--- config.mk ---
export PLATFORM = sky130hd
export DESIGN_NAME = conflict_scan
export DESIGN_NICKNAME = d
export VERILOG_FILES = /design/src/rtl/conflict_scan_pkg.sv /design/src/rtl/conflict_scan_row.sv /design/src/rtl/conflict_scan.sv
export SDC_FILE = /design/constraint.sdc
export NUM_CORES = 1
export LEC_CHECK = 0
export CORE_MARGIN = 2
export CORE_UTILIZATION = 55
export CTS_BUF_LIST = sky130_fd_sc_hd__clkbuf_2
export DETAILED_ROUTE_END_ITERATION = 8
export PLACE_DENSITY = 0.85
export SYNTH_ARGS = -nofsm -noshare
export SYNTH_HDL_FRONTEND = slang
export SYNTH_HIERARCHICAL = 1
export SYNTH_SLANG_ARGS = --single-unit
--- constraint.sdc ---
create_clock -name clk -period 5.4 [get_ports clk]
set_input_delay 0.54 -clock clk [delete_from_list [all_inputs] [get_ports clk]]
set_output_delay 0.54 -clock clk [all_outputs]
set_load 0.02 [all_outputs]
--- src/rtl/conflict_scan_pkg.sv ---
// Shared types and constants for the sequential playfield collision checker.
// Optional build macro: CONFLICT_SCAN_COUNT_EN (adds the conflicting-cell count).
package conflict_scan_pkg;

  typedef enum logic [1:0] {
    IDLE = 2'd0,
    SCAN = 2'd1,
    DONE = 2'd2
  } state_t;

  localparam int FIELD_W_DEF = 10;
  localparam int FIELD_H_DEF = 10;
  localparam int BLK_DEF     = 3;
  localparam int POS_W_DEF   = 5;

  function automatic int cell_idx(input int x, input int y, input int w);
    return y * w + x;
  endfunction

endpackage

--- src/rtl/conflict_scan_row.sv ---
// Combinational evaluation of one piece row against the playfield and walls.
// With CONFLICT_SCAN_COUNT_EN it also returns how many row cells conflict.
module conflict_scan_row
  import conflict_scan_pkg::*;
#(
  parameter int FIELD_W = FIELD_W_DEF,
  parameter int FIELD_H = FIELD_H_DEF,
  parameter int BLK     = BLK_DEF,
  parameter int POS_W   = POS_W_DEF,
  parameter int CNT_W   = $clog2(BLK*BLK+1)
) (
  input  logic [0:FIELD_W*FIELD_H-1] i_field,
  input  logic [0:BLK-1]             i_mask,
  input  logic signed [POS_W-1:0]    i_blk_x,
  input  logic signed [POS_W:0]      i_cy,
`ifdef CONFLICT_SCAN_COUNT_EN
  output logic [CNT_W-1:0]           o_count,
`endif
  output logic                       o_hit,
  output logic                       o_wall
);

  localparam int IDX_W = $clog2(FIELD_W*FIELD_H);

  int   w_cx;
  int   w_cy;
  logic w_cell_wall;
  logic w_cell_hit;

  always_comb begin
    o_hit       = 1'b0;
    o_wall      = 1'b0;
    w_cx        = 0;
    w_cy        = int'(i_cy);
    w_cell_wall = 1'b0;
    w_cell_hit  = 1'b0;
`ifdef CONFLICT_SCAN_COUNT_EN
    o_count     = '0;
`endif
    for (int i = 0; i < BLK; i++) begin
      w_cx        = int'(i_blk_x) + i;
      w_cell_wall = (w_cx < 0) || (w_cx >= FIELD_W) || (w_cy >= FIELD_H);
      // Cells above the top row (spawn area) are neither wall nor hit.
      w_cell_hit  = !w_cell_wall && (w_cy >= 0) &&
                    i_field[IDX_W'(cell_idx(w_cx, w_cy, FIELD_W))];
      if (i_mask[i] && w_cell_wall) o_wall = 1'b1;
      if (i_mask[i] && w_cell_hit)  o_hit  = 1'b1;
`ifdef CONFLICT_SCAN_COUNT_EN
      if (i_mask[i] && (w_cell_wall || w_cell_hit)) o_count = o_count + CNT_W'(1);
`endif
    end
  end

endmodule

--- src/rtl/conflict_scan.sv ---
// Sequential Tetris collision checker: captures a request, scans one piece row
// per clock, then holds the result until taken. Optional: CONFLICT_SCAN_COUNT_EN.
module conflict_scan
  import conflict_scan_pkg::*;
#(
  parameter int FIELD_W = FIELD_W_DEF,
  parameter int FIELD_H = FIELD_H_DEF,
  parameter int BLK     = BLK_DEF,
  parameter int POS_W   = POS_W_DEF
) (
  input  logic                         clk,
  input  logic                         rst_n,
  input  logic                         i_req_valid,
  output logic                         o_req_ready,
  input  logic [0:FIELD_W*FIELD_H-1]   i_field,
  input  logic [0:BLK*BLK-1]           i_block,
  input  logic signed [POS_W-1:0]      i_blk_x,
  input  logic signed [POS_W-1:0]      i_blk_y,
  output logic                         o_res_valid,
  input  logic                         i_res_ready,
`ifdef CONFLICT_SCAN_COUNT_EN
  output logic [$clog2(BLK*BLK+1)-1:0] o_res_count,
`endif
  output logic                         o_res_hit,
  output logic                         o_res_wall,
  output logic                         o_res_conflict
);

  localparam int RW    = $clog2(BLK);
  localparam int CNT_W = $clog2(BLK*BLK+1);

  state_t                     r_state;
  logic [RW-1:0]              r_row;
  logic [0:FIELD_W*FIELD_H-1] r_field;
  logic [0:BLK*BLK-1]         r_block;
  logic signed [POS_W-1:0]    r_blk_x;
  logic signed [POS_W-1:0]    r_blk_y;
  logic                       r_hit;
  logic                       r_wall;

  logic [0:BLK-1]             w_mask;
  logic signed [POS_W:0]      w_cy;
  logic                       w_hit;
  logic                       w_wall;

  always_comb begin
    w_mask = '0;
    for (int j = 0; j < BLK; j++)
      if (r_row == RW'(j))
        for (int i = 0; i < BLK; i++) w_mask[i] = r_block[j*BLK+i];
  end

  // One extra bit keeps blk_y + row free of overflow.
  assign w_cy = {r_blk_y[POS_W-1], r_blk_y} + (POS_W+1)'(r_row);

`ifdef CONFLICT_SCAN_COUNT_EN
  logic [CNT_W-1:0] w_count;
  logic [CNT_W-1:0] r_cnt;
`endif

  conflict_scan_row #(
    .FIELD_W (FIELD_W),
    .FIELD_H (FIELD_H),
    .BLK     (BLK),
    .POS_W   (POS_W),
    .CNT_W   (CNT_W)
  ) u_row (
    .i_field (r_field),
    .i_mask  (w_mask),
    .i_blk_x (r_blk_x),
    .i_cy    (w_cy),
`ifdef CONFLICT_SCAN_COUNT_EN
    .o_count (w_count),
`endif
    .o_hit   (w_hit),
    .o_wall  (w_wall)
  );

  always_ff @(posedge clk or negedge rst_n) begin
    if (!rst_n) begin
      r_state        <= IDLE;
      r_row          <= '0;
      r_field        <= '0;
      r_block        <= '0;
      r_blk_x        <= '0;
      r_blk_y        <= '0;
      r_hit          <= 1'b0;
      r_wall         <= 1'b0;
      o_req_ready    <= 1'b1;
      o_res_valid    <= 1'b0;
      o_res_hit      <= 1'b0;
      o_res_wall     <= 1'b0;
      o_res_conflict <= 1'b0;
`ifdef CONFLICT_SCAN_COUNT_EN
      r_cnt          <= '0;
      o_res_count    <= '0;
`endif
    end else begin
      case (r_state)
        IDLE: if (i_req_valid) begin
          r_field     <= i_field;
          r_block     <= i_block;
          r_blk_x     <= i_blk_x;
          r_blk_y     <= i_blk_y;
          r_hit       <= 1'b0;
          r_wall      <= 1'b0;
          r_row       <= '0;
          o_req_ready <= 1'b0;
          r_state     <= SCAN;
`ifdef CONFLICT_SCAN_COUNT_EN
          r_cnt       <= '0;
`endif
        end
        SCAN: begin
          r_hit  <= r_hit  | w_hit;
          r_wall <= r_wall | w_wall;
`ifdef CONFLICT_SCAN_COUNT_EN
          r_cnt  <= r_cnt + w_count;
`endif
          if (r_row == RW'(BLK-1)) begin
            // Publish the final row together with the accumulated rows.
            o_res_valid    <= 1'b1;
            o_res_hit      <= r_hit | w_hit;
            o_res_wall     <= r_wall | w_wall;
            o_res_conflict <= r_hit | w_hit | r_wall | w_wall;
`ifdef CONFLICT_SCAN_COUNT_EN
            o_res_count    <= r_cnt + w_count;
`endif
            r_state        <= DONE;
          end else begin
            r_row <= r_row + RW'(1);
          end
        end
        DONE: if (i_res_ready) begin
          o_res_valid    <= 1'b0;
          o_res_hit      <= 1'b0;
          o_res_wall     <= 1'b0;
          o_res_conflict <= 1'b0;
`ifdef CONFLICT_SCAN_COUNT_EN
          o_res_count    <= '0;
`endif
          o_req_ready    <= 1'b1;
          r_state        <= IDLE;
        end
        default: begin
          r_state     <= IDLE;
          o_req_ready <= 1'b1;
        end
      endcase
    end
  end

endmodule

==> results.py, run 1 <==
metrics = {
    "drt": {
        "drt_pass1_iterations": 5,
        "vias": 6243,
        "routed_wl_um": 21500,
        "drtAntennaViolNets": 0,
        "drc_errors": 0,
        "wl_per_cell_um": 20.8,
        "drtIter0Drc": 598,
        "avgViaCountPerCell": 6.05,
    },
    "sta": {
        "rsz0062_at_grt": "false",
        "slew_headroom": 0.328,
        "setup_viol": 0,
        "setup_ws_ns": 0.654,
        "hold_viol": 0,
        "period_needed_ns": 4.75,
        "tightest_slew_ns": 1.01,
        "slew_violations": 0,
        "finalCritPeriodShare": 0.879,
        "fin_setup_tns_ns": 0,
        "fmax_ghz": 0.211,
        "final.setup_skew_ns": 0.0420,
    },
    "synthesis": {
        "async_flop_share": 1.00,
        "netlist_instances": 679,
        "yosys_most_used_dff": "dfrtp_1",
        "muxShareOfSynthArea": 0.381,
        "ys_seq_area_frac": 0.351,
        "synth_cell_types": 59,
        "synth.cell_area_um2": 9260,
        "synth_compound_area_frac": 0.0621,
        "yosysWarnings": 6,
        "synthSimpleGateAreaFrac": 0.0690,
        "ys_seq_elements": 130,
        "synth-edff-count": 0,
        "avgSynthCellArea_um2": 13.6,
        "synth_xor_area_frac": 0.0309,
        "synth_top_family_by_area": "multiplexers",
        "synthesis.nets": 836,
        "synthAdderAreaFrac": 0.0500,
    },
    "die": {
        "dieHeight_um": 134,
        "core-area_um2": 16500,
        "dieArea_um2": 17900,
        "io_pins": 128,
        "fp.dieW_um": 134,
        "start_util": 0.561,
        "row_count": 47,
    },
    "global_route": {
        "overflow": 0,
        "antenna_found_initial": 1,
        "grt_use_total": 0.252,
        "grt_pass1_wl_um": 34500,
        "grt_max_degree": 120,
        "grt_pass1_vias": 6310,
    },
    "worst_setup_path": {
        "crit_slowest_cell": "dfrtp_1",
        "reg2reg_setup_slack_ns": 0.65,
        "required_ns": 6.04,
        "slowest_delay_ns": 0.48,
        "crit_chain": "ha_1 > inv_1 > fa_1 > inv_1 > ha_1 > ha_1 > inv_1 > fa_1 > inv_1 > ha_1 > xor2_2 > mux2i_1 > a21oi_1 > or4_1 > o31ai_1 > a211o_1 > nor2_1 > a211oi_1",
        "cp-start-kind": "register",
        "worst_setup_path_end_kind": "register",
        "critPathKind": "reg -> reg",
        "cp.arrival_ns": 5.39,
        "worstPathMaxFanout": 9,
    },
    "finish": {
        "layout-drive-gt1-share": 0.269,
        "area_growth_pct": 16.9,
        "nets": 955,
    },
    "place": {
        "post-place-ws_ns": 0.723,
        "port_buffers": 127,
        "place_hpwl_um": 15500,
        "gp_congestion": 0.920,
    },
    "outcome": {
        "status": "finished clean",
    },
    "clocking": {
        "post-cts-setup-buffer-count": 0,
        "clk_path_buf_depth": 2,
        "root_buffer": "clkbuf_2",
        "numCtsBuffers": 17,
        "clk_pin_slew_ns": 0.24,
        "clock_sink_count": 130,
        "clk_latency_ns": 0.74,
        "cts_max_level": 4,
        "cts_tree": "yes",
    },
    "run": {
        "cap_violations": 0,
    },
    "min_path": {
        "hold_path_class": "in -> reg",
    },
}
==> per-stage QoR <==
| step | hold slack, ns | area [um^2] | instances | util |
|---|---|---|---|---|
| CTS | 0.320 | 10800 | 1031 | 0.655 |
| global placement | 0.492 | 10500 | 998 | 0.635 |
| global route | 0.327 | 10800 | 1032 | 0.655 |
| finish | 0.384 | 10800 | 1032 | 0.655 |
| floorplan | 0.244 | 9260 | 679 | - |
| detailed placement | 0.501 | 10500 | 998 | 0.635 |
==> placed cells by master, fill, tap and decap left out, types with 17 or more instances in the layout <==
cell type and instances:
inv_1 27, clkbuf_2 17, xnor2_1 20, clkdlybuf4s50_1 126, mux4_1 21, nor2_1 21, ha_1 28, dfrtp_1 128
mux2_4 110, a21oi_1 30, mux4_2 51, nand2_1 61
==> cells in the mapped netlist (all sizes together), types with 10 or more instances <==
master / n / area share
nand3: 13 / 0.0070
ha: 29 / 0.039
inv: 27 / 0.011
nand2: 61 / 0.025
a21oi: 30 / 0.016
nor2: 22 / 0.0097
mux4: 72 / 0.18
buf: 37 / 0.044
mux2: 119 / 0.19
dfrtp: 129 / 0.35
nand4: 10 / 0.0068
xnor2: 21 / 0.021
xor2: 10 / 0.010
==> critical path: cells and delay by family (launching register included) <==
family / cells / cell delay [ns]
AO/OA/AOI/OAI: 4 / 0.61
XOR/XNOR: 1 / 0.41
adder cells (fa/ha/maj): 6 / 1.84
buffers and inverters: 4 / 0.53
flip-flops: 1 / 0.48
multiplexers: 1 / 0.24
AND/OR/NAND/NOR: 2 / 0.55
==> repair_timing <==
action | CTS | global route
gates resized for setup | 0 | 0
setup endpoints to repair | 0 | 0
endpoints found under the hold margin | 77 | 0
hold buffers | 1 | 0
==> flip-flops by register name, summed over array words and instances, names as in the netlist <==
name	flops
r_wall	1
r_field	100
o_res_wall	1
o_res_valid	1
r_row	2
r_block	9
o_req_ready	1
r_blk_y	5
r_blk_x	5
o_res_hit	1
o_res_conflict	1
r_state	2
r_hit	1
==> layout make-up <==
| class | instances | area [um^2] |
|---|---|---|
| Tap cell | 220 | 275 |
| Timing Repair Buffer | 138 | 1370 |
| Clock inverter | 15 | 239 |
| Inverter | 27 | 101 |
| Fill cell | 1144 | 5700 |
| Antenna cell | 1 | 2.50 |
| Multi-Input combinational cell | 484 | 5500 |
| Clock buffer | 17 | 85.1 |
| Sequential cell | 130 | 3260 |
==> metal layers <==
| layer | global-route usage | wire, um |
|---|---|---|
| met5 | 0 | 0 |
| met4 | 0.0869 | 531 |
| met3 | 0.0559 | 1350 |
| met2 | 0.403 | 10500 |
| met1 | 0.342 | 9060 |
==> path summary, 6_finish.rpt <==
kind,startpoint,depth (start not counted),end
min in group asynchronous,rst_n,2,r_block[0]$_DFFE_PN0P_
min,i_block[7],2,r_block[7]$_DFFE_PN0P_
max in group asynchronous,rst_n,3,r_field[71]$_DFFE_PN0P_
max,r_row[0]$_DFFE_PN0P_,18,o_res_conflict$_DFFE_PN0P_
max reg2reg,r_row[0]$_DFFE_PN0P_,18,o_res_conflict$_DFFE_PN0P_
min reg2reg,r_block[6]$_DFFE_PN0P_,1,r_block[6]$_DFFE_PN0P_
==> logic make-up (layout without fill, tap and decap cells) <==
| family | after synthesis | after routing |
|---|---|---|
| xor+xnor | 31 | 31 |
| mux | 199 | 199 |
| fa+ha+maj | 34 | 34 |
| other cells | 0 | 1 |
| compound gates | 86 | 86 |
| flops | 130 | 130 |
| simple gates | 134 | 134 |
| buf+inv | 65 | 197 |
Power of run 1 is left out: the tool's default activity adds up to more than one toggle a clock period on the data nets, which glitch-free logic cannot reach.
==> run 2, diff against run 1 <==
--- a/config.mk
+++ b/config.mk
@@ -5,7 +5,7 @@
 export SDC_FILE = /design/constraint.sdc
 export NUM_CORES = 1
 export LEC_CHECK = 0
-export CORE_MARGIN = 2
+export CORE_MARGIN = 8
 export CORE_UTILIZATION = 55
 export CTS_BUF_LIST = sky130_fd_sc_hd__clkbuf_2
 export DETAILED_ROUTE_END_ITERATION = 8
==> results.py, run 2 (synthesized netlist as in run 1, its figures left out) <==
metrics = {
    "clocking": {
        "root_buffer": "clkbuf_2",
        "clk_pin_slew_ns": 0.22,
        "numCtsBuffers": 17,
        "cts_hold_buf": 1,
        "clk_path_buf_depth": 2,
        "clock_sink_count": 130,
        "cts_max_level": 4,
        "cts_resized": 0,
        "cts_tree": "yes",
        "clk_latency_ns": 0.75,
        "post-cts-setup-buffer-count": 0,
    },
    "global_route": {
        "grt_pass1_vias": 6768,
        "grt_use_total": 0.215,
        "grt_pass1_wl_um": 36500,
        "overflow": 0,
        "antenna_found_initial": 1,
        "grt_max_degree": 120,
    },
    "finish": {
        "top_register": "r_field",
        "postLayoutCoreUtil": 0.649,
        "stdcell_count": 1033,
        "layout-drive-gt1-share": 0.272,
        "area_growth_pct": 15.9,
        "largest_reg_flops": 100,
        "top_regs": "r_field (100), r_block (9)",
        "final_common_cell": "dfrtp_1",
        "layout_common_cells": "128 x dfrtp_1, 126 x clkdlybuf4s50_1, 110 x mux2_4, 61 x nand2_1, 51 x mux4_2",
        "fill_cells": 1218,
        "nets": 956,
    },
    "die": {
        "start_util": 0.561,
        "io_pins": 128,
        "dieHeight_um": 146,
        "row_count": 47,
        "dieArea_um2": 21300,
        "fp.dieW_um": 146,
        "core-area_um2": 16500,
    },
    "drt": {
        "routed_wl_um": 22200,
        "wl_per_cell_um": 21.5,
        "drc_errors": 0,
        "vias": 6327,
        "drtAntennaViolNets": 0,
        "drtIter0Drc": 470,
        "drt_pass1_iterations": 5,
        "avgViaCountPerCell": 6.12,
    },
    "worst_setup_path": {
        "startpoint": "r_row[0]$_DFFE_PN0P_",
        "reg2reg_depth": 18,
        "reg2reg_setup_slack_ns": 0.62,
        "crit_chain": "ha_1 > inv_1 > fa_1 > inv_1 > ha_1 > ha_1 > inv_1 > fa_1 > inv_1 > ha_1 > xor2_2 > a21oi_1 > a41o_1 > o311ai_0 > o31ai_1 > a211o_1 > nor2_1 > a211oi_1",
        "r2r_start": "r_row[0]$_DFFE_PN0P_",
        "critPathKind": "reg -> reg",
        "cp.arrival_ns": 5.41,
        "cp-start-kind": "register",
        "r2r_end": "o_res_conflict$_DFFE_PN0P_",
        "worst_setup_path_end_kind": "register",
        "required_ns": 6.02,
        "worstPathMaxFanout": 9,
        "slowest_delay_ns": 0.48,
        "endpoint": "o_res_conflict$_DFFE_PN0P_",
        "crit_slowest_cell": "dfrtp_1",
    },
    "min_path": {
        "min_path_cells": 2,
        "worstHoldStart": "i_block[7]",
        "hold_path_class": "in -> reg",
    },
    "sta": {
        "finalCritPeriodShare": 0.886,
        "slew_violations": 0,
        "fmax_ghz": 0.209,
        "hold_viol": 0,
        "final.setup_skew_ns": 0.0285,
        "rsz0062_at_grt": "false",
        "slew_headroom": 0.335,
        "setup_viol": 0,
        "tightest_slew_ns": 0.997,
        "fin_setup_tns_ns": 0,
        "period_needed_ns": 4.78,
    },
    "run": {
        "cap_violations": 0,
    },
    "place": {
        "port_buffers": 127,
        "dp.cells": 999,
        "gp_congestion": 0.905,
        "place_hpwl_um": 16400,
    },
    "outcome": {
        "status": "finished clean",
    },
}
[run 2: worst min path at each step]
stage,end
after floorplan,o_res_conflict$_DFFE_PN0P_
after global placement,r_block[2]$_DFFE_PN0P_
after detailed placement,r_block[1]$_DFFE_PN0P_
after CTS,r_block[7]$_DFFE_PN0P_
after global routing,r_block[1]$_DFFE_PN0P_
final,r_block[7]$_DFFE_PN0P_
[run 2: per-stage QoR]
| step | area, um^2 | worst slack [ns] | hold slack [ns] |
|---|---|---|---|
| after floorplan | 9260 | 1.20 | 0.244 |
| after global placement | 10500 | 0.858 | 0.492 |
| final | 10700 | 0.616 | 0.380 |
| after detailed placement | 10500 | 0.668 | 0.490 |
| after global routing | 10700 | 0.265 | 0.311 |
| after CTS | 10700 | 0.607 | 0.313 |
[run 2: per-layer routing]
metal | wire (um) | GRT usage | part of all wire | vias to the layer above
met5 | 0 | 0.00948 | 0 | -
met4 | 643 | 0.0843 | 0.029 | 0
met3 | 1480 | 0.0544 | 0.066 | 63
met2 | 11000 | 0.344 | 0.49 | 264
met1 | 9130 | 0.273 | 0.41 | 3172
li1 | - | - | - | 2828
[run 2: area by class of cell]
cell class	instances	area, um^2	share of cell area
well taps	220	275	0.0257
inverters	27	101	0.00944
flip-flops and latches	130	3260	0.304
repair buffers	139	1370	0.128
multi-input cells	484	5500	0.513
clock inverters	15	135	0.0126
diodes	1	2.50	0.000233
clock buffers	17	85.1	0.00793
[run 2: critical path, delay by kind of cell (launching register included)]
| kind | cells | cell delay (ns) |
|---|---|---|
| fa+ha+maj | 6 | 1.87 |
| compound gates | 6 | 1.19 |
| buf+inv | 4 | 0.55 |
| flops | 1 | 0.48 |
| xor+xnor | 1 | 0.41 |
| simple gates | 1 | 0.18 |
Power of run 2 is left out for the same reason.
==> run 3, diff against run 2 <==
--- a/config.mk
+++ b/config.mk
@@ -9,8 +9,7 @@
 export CORE_UTILIZATION = 55
 export CTS_BUF_LIST = sky130_fd_sc_hd__clkbuf_2
 export DETAILED_ROUTE_END_ITERATION = 8
-export PLACE_DENSITY = 0.85
+export PLACE_DENSITY = 0.86
 export SYNTH_ARGS = -nofsm -noshare
 export SYNTH_HDL_FRONTEND = slang
-export SYNTH_HIERARCHICAL = 1
 export SYNTH_SLANG_ARGS = --single-unit
==> results.py, run 3 <==
metrics = {
    "outcome": {
        "status": "finished clean",
    },
    "drt": {
        "top_layer_used": "met4",
        "wl_per_cell_um": 21.5,
        "drtAntennaViolNets": 0,
        "wl_met2_um": 10900,
        "met1_length_um": 8770,
        "avgViaCountPerCell": 6.22,
        "routed_wl_um": 21600,
        "vias": 6249,
        "dr_wl_met3_um": 1480,
        "drtIter0Drc": 461,
        "drc_errors": 0,
        "drt_pass1_iterations": 7,
    },
    "sta": {
        "hold_viol": 0,
        "slew_violations": 0,
        "fin_setup_tns_ns": 0,
        "period_needed_ns": 4.59,
        "finalCritPeriodShare": 0.849,
        "tightest_slew_ns": 1.03,
        "setup_viol": 0,
        "slew_headroom": 0.314,
        "fmax_ghz": 0.218,
        "final.setup_skew_ns": 0.0161,
        "rsz0062_at_grt": "false",
    },
    "finish": {
        "fill_cells": 1155,
        "nets": 933,
        "layout_common_cells": "128 x dfrtp_1, 126 x clkdlybuf4s50_1, 116 x mux2_2, 72 x mux4_2, 34 x mux2i_1",
        "multi_input_area_um2": 5210,
        "top_regs": "r_field (100), r_block (9)",
        "postLayoutCoreUtil": 0.662,
        "layout-drive-gt1-share": 0.310,
        "top_register": "r_field",
        "final_common_cell": "dfrtp_1",
        "area_growth_pct": 18.6,
        "largest_reg_flops": 100,
        "regArea_um2": 3260,
        "diodes": 0,
    },
    "clocking": {
        "clk_pin_slew_ns": 0.19,
        "cts_max_level": 4,
        "numCtsBuffers": 17,
        "root_buffer": "clkbuf_2",
        "clk_path_buf_depth": 2,
        "clk_latency_ns": 0.75,
        "post-cts-setup-buffer-count": 0,
        "cts_tree": "yes",
        "clock_sink_count": 130,
    },
    "global_route": {
        "grt_use_total": 0.222,
        "antenna_found_initial": 0,
        "grt_pass1_wl_um": 35100,
        "overflow": 0,
        "grt_pass1_vias": 6733,
        "grt_max_degree": 79,
    },
    "synthesis": {
        "ys_seq_elements": 130,
        "synth.most_common_cell": "dfrtp_1",
        "synthesis.nets": 822,
        "yosysWarnings": 0,
        "synth.top_cell.area_share": 0.367,
        "netlist_instances": 664,
        "synth.cell_area_um2": 8800,
        "synthAdderAreaFrac": 0.0540,
        "synth_area_leaders": "dfrtp_1 37%, mux4_2 18%, mux2_2 15%",
        "ys_seq_area_frac": 0.370,
        "synth_top_family_by_area": "multiplexers",
        "yosys_most_used_dff": "dfrtp_1",
        "async_flop_share": 1.00,
        "synthTopCellsByCount": "129 x dfrtp_1, 116 x mux2_2, 72 x mux4_2",
        "synth_compound_area_frac": 0.0799,
        "synth_xor_area_frac": 0.0233,
        "synthSimpleGateAreaFrac": 0.0506,
        "muxShareOfSynthArea": 0.383,
        "synth-edff-count": 0,
        "synth_cell_types": 68,
        "yosysTopAreaCell": "dfrtp_1",
        "avgSynthCellArea_um2": 13.3,
    },
    "worst_setup_path": {
        "reg2reg_depth": 18,
        "worstPathMaxFanout": 6,
        "cp.arrival_ns": 5.26,
        "required_ns": 6.07,
        "worst_setup_path_end_kind": "register",
        "critPathKind": "reg -> reg",
        "cp-start-kind": "register",
    },
    "die": {
        "io_pins": 128,
        "start_util": 0.558,
        "dieHeight_um": 142,
        "core-area_um2": 15800,
        "fp.dieW_um": 142,
        "row_count": 46,
        "dieArea_um2": 20300,
    },
    "place": {
        "gp_congestion": 0.873,
        "port_buffers": 127,
        "place_hpwl_um": 16000,
    },
    "run": {
        "cap_violations": 0,
    },
    "min_path": {
        "hold_path_class": "in -> reg",
        "min_path_cells": 3,
    },
}
-- run 3: cells by family (layout without fill, tap and decap cells) --
logic type,after synthesis,count (layout)
muxes,227,227
adders and majority gates,35,35
buffers and inverters,68,192
xor gates and xnor gates,21,21
AOI/OAI and AO/OA,98,98
DFF,130,130
and+or+nand+nor,85,85
-- run 3: what timing repair did --
action                    4_1_cts  5_1_grt
hold buffers                    1        0
resized for setup               0        0
hold endpoints to repair       77        0
-- run 3: through the flow --
| step | setup WS (ns) | cell area [um^2] | instances | hold slack [ns] |
|---|---|---|---|---|
| final | 0.814 | 10400 | 1004 | 0.334 |
| after global routing | 0.582 | 10400 | 1004 | 0.319 |
| after CTS | 0.814 | 10400 | 1004 | 0.306 |
| after detailed placement | 0.847 | 10200 | 971 | 0.500 |
| after global placement | 1.04 | 10200 | 971 | 0.485 |
| after floorplan | 1.25 | 8800 | 664 | 0.244 |
-- run 3: path summary, 6_finish.rpt --
check,startpoint,end,slack [ns]
setup / recovery,r_row[0]$_DFFE_PN0P_,r_hit$_DFFE_PN0P_,0.81
hold / removal,i_blk_x[0],r_blk_x[0]$_DFFE_PN0P_,0.33
setup reg to reg,r_row[0]$_DFFE_PN0P_,r_hit$_DFFE_PN0P_,0.81
hold reg to reg,r_block[3]$_DFFE_PN0P_,r_block[3]$_DFFE_PN0P_,0.54
max in group asynchronous,rst_n,r_blk_x[0]$_DFFE_PN0P_,3.62
min in group asynchronous,rst_n,r_field[87]$_DFFE_PN0P_,0.47
-- run 3: cell type report --
| cell class | count | share of cell area |
|---|---|---|
| Clock buffer | 17 | 0.00815 |
| Inverter | 24 | 0.00863 |
| Tap cell | 216 | 0.0259 |
| Multi-Input combinational cell | 466 | 0.499 |
| Clock inverter | 15 | 0.0175 |
| Sequential cell | 130 | 0.312 |
| Timing Repair Buffer | 136 | 0.128 |
-- run 3: critical path, stage by stage (launching register included) --
cell and delay (ns):
dfrtp_1 0.45, ha_1 0.25, inv_1 0.07, fa_1 0.59
inv_1 0.19, ha_1 0.32, ha_1 0.13, inv_1 0.05
fa_1 0.49, inv_1 0.08, ha_1 0.22, or2_2 0.30
a311o_1 0.29, a221oi_2 0.25, nor3_1 0.09, or3b_1 0.36
o22ai_1 0.13, a21oi_1 0.09, a31oi_1 0.18
-- run 3: per-layer routing --
layer / vias to the layer above / track usage
met3: 40 / 0.0684
met2: 243 / 0.369
met1: 3181 / 0.269
met4: 0 / 0.0755
met5: - / 0
li1: 2785 / -
Power of run 3 is left out for the same reason.
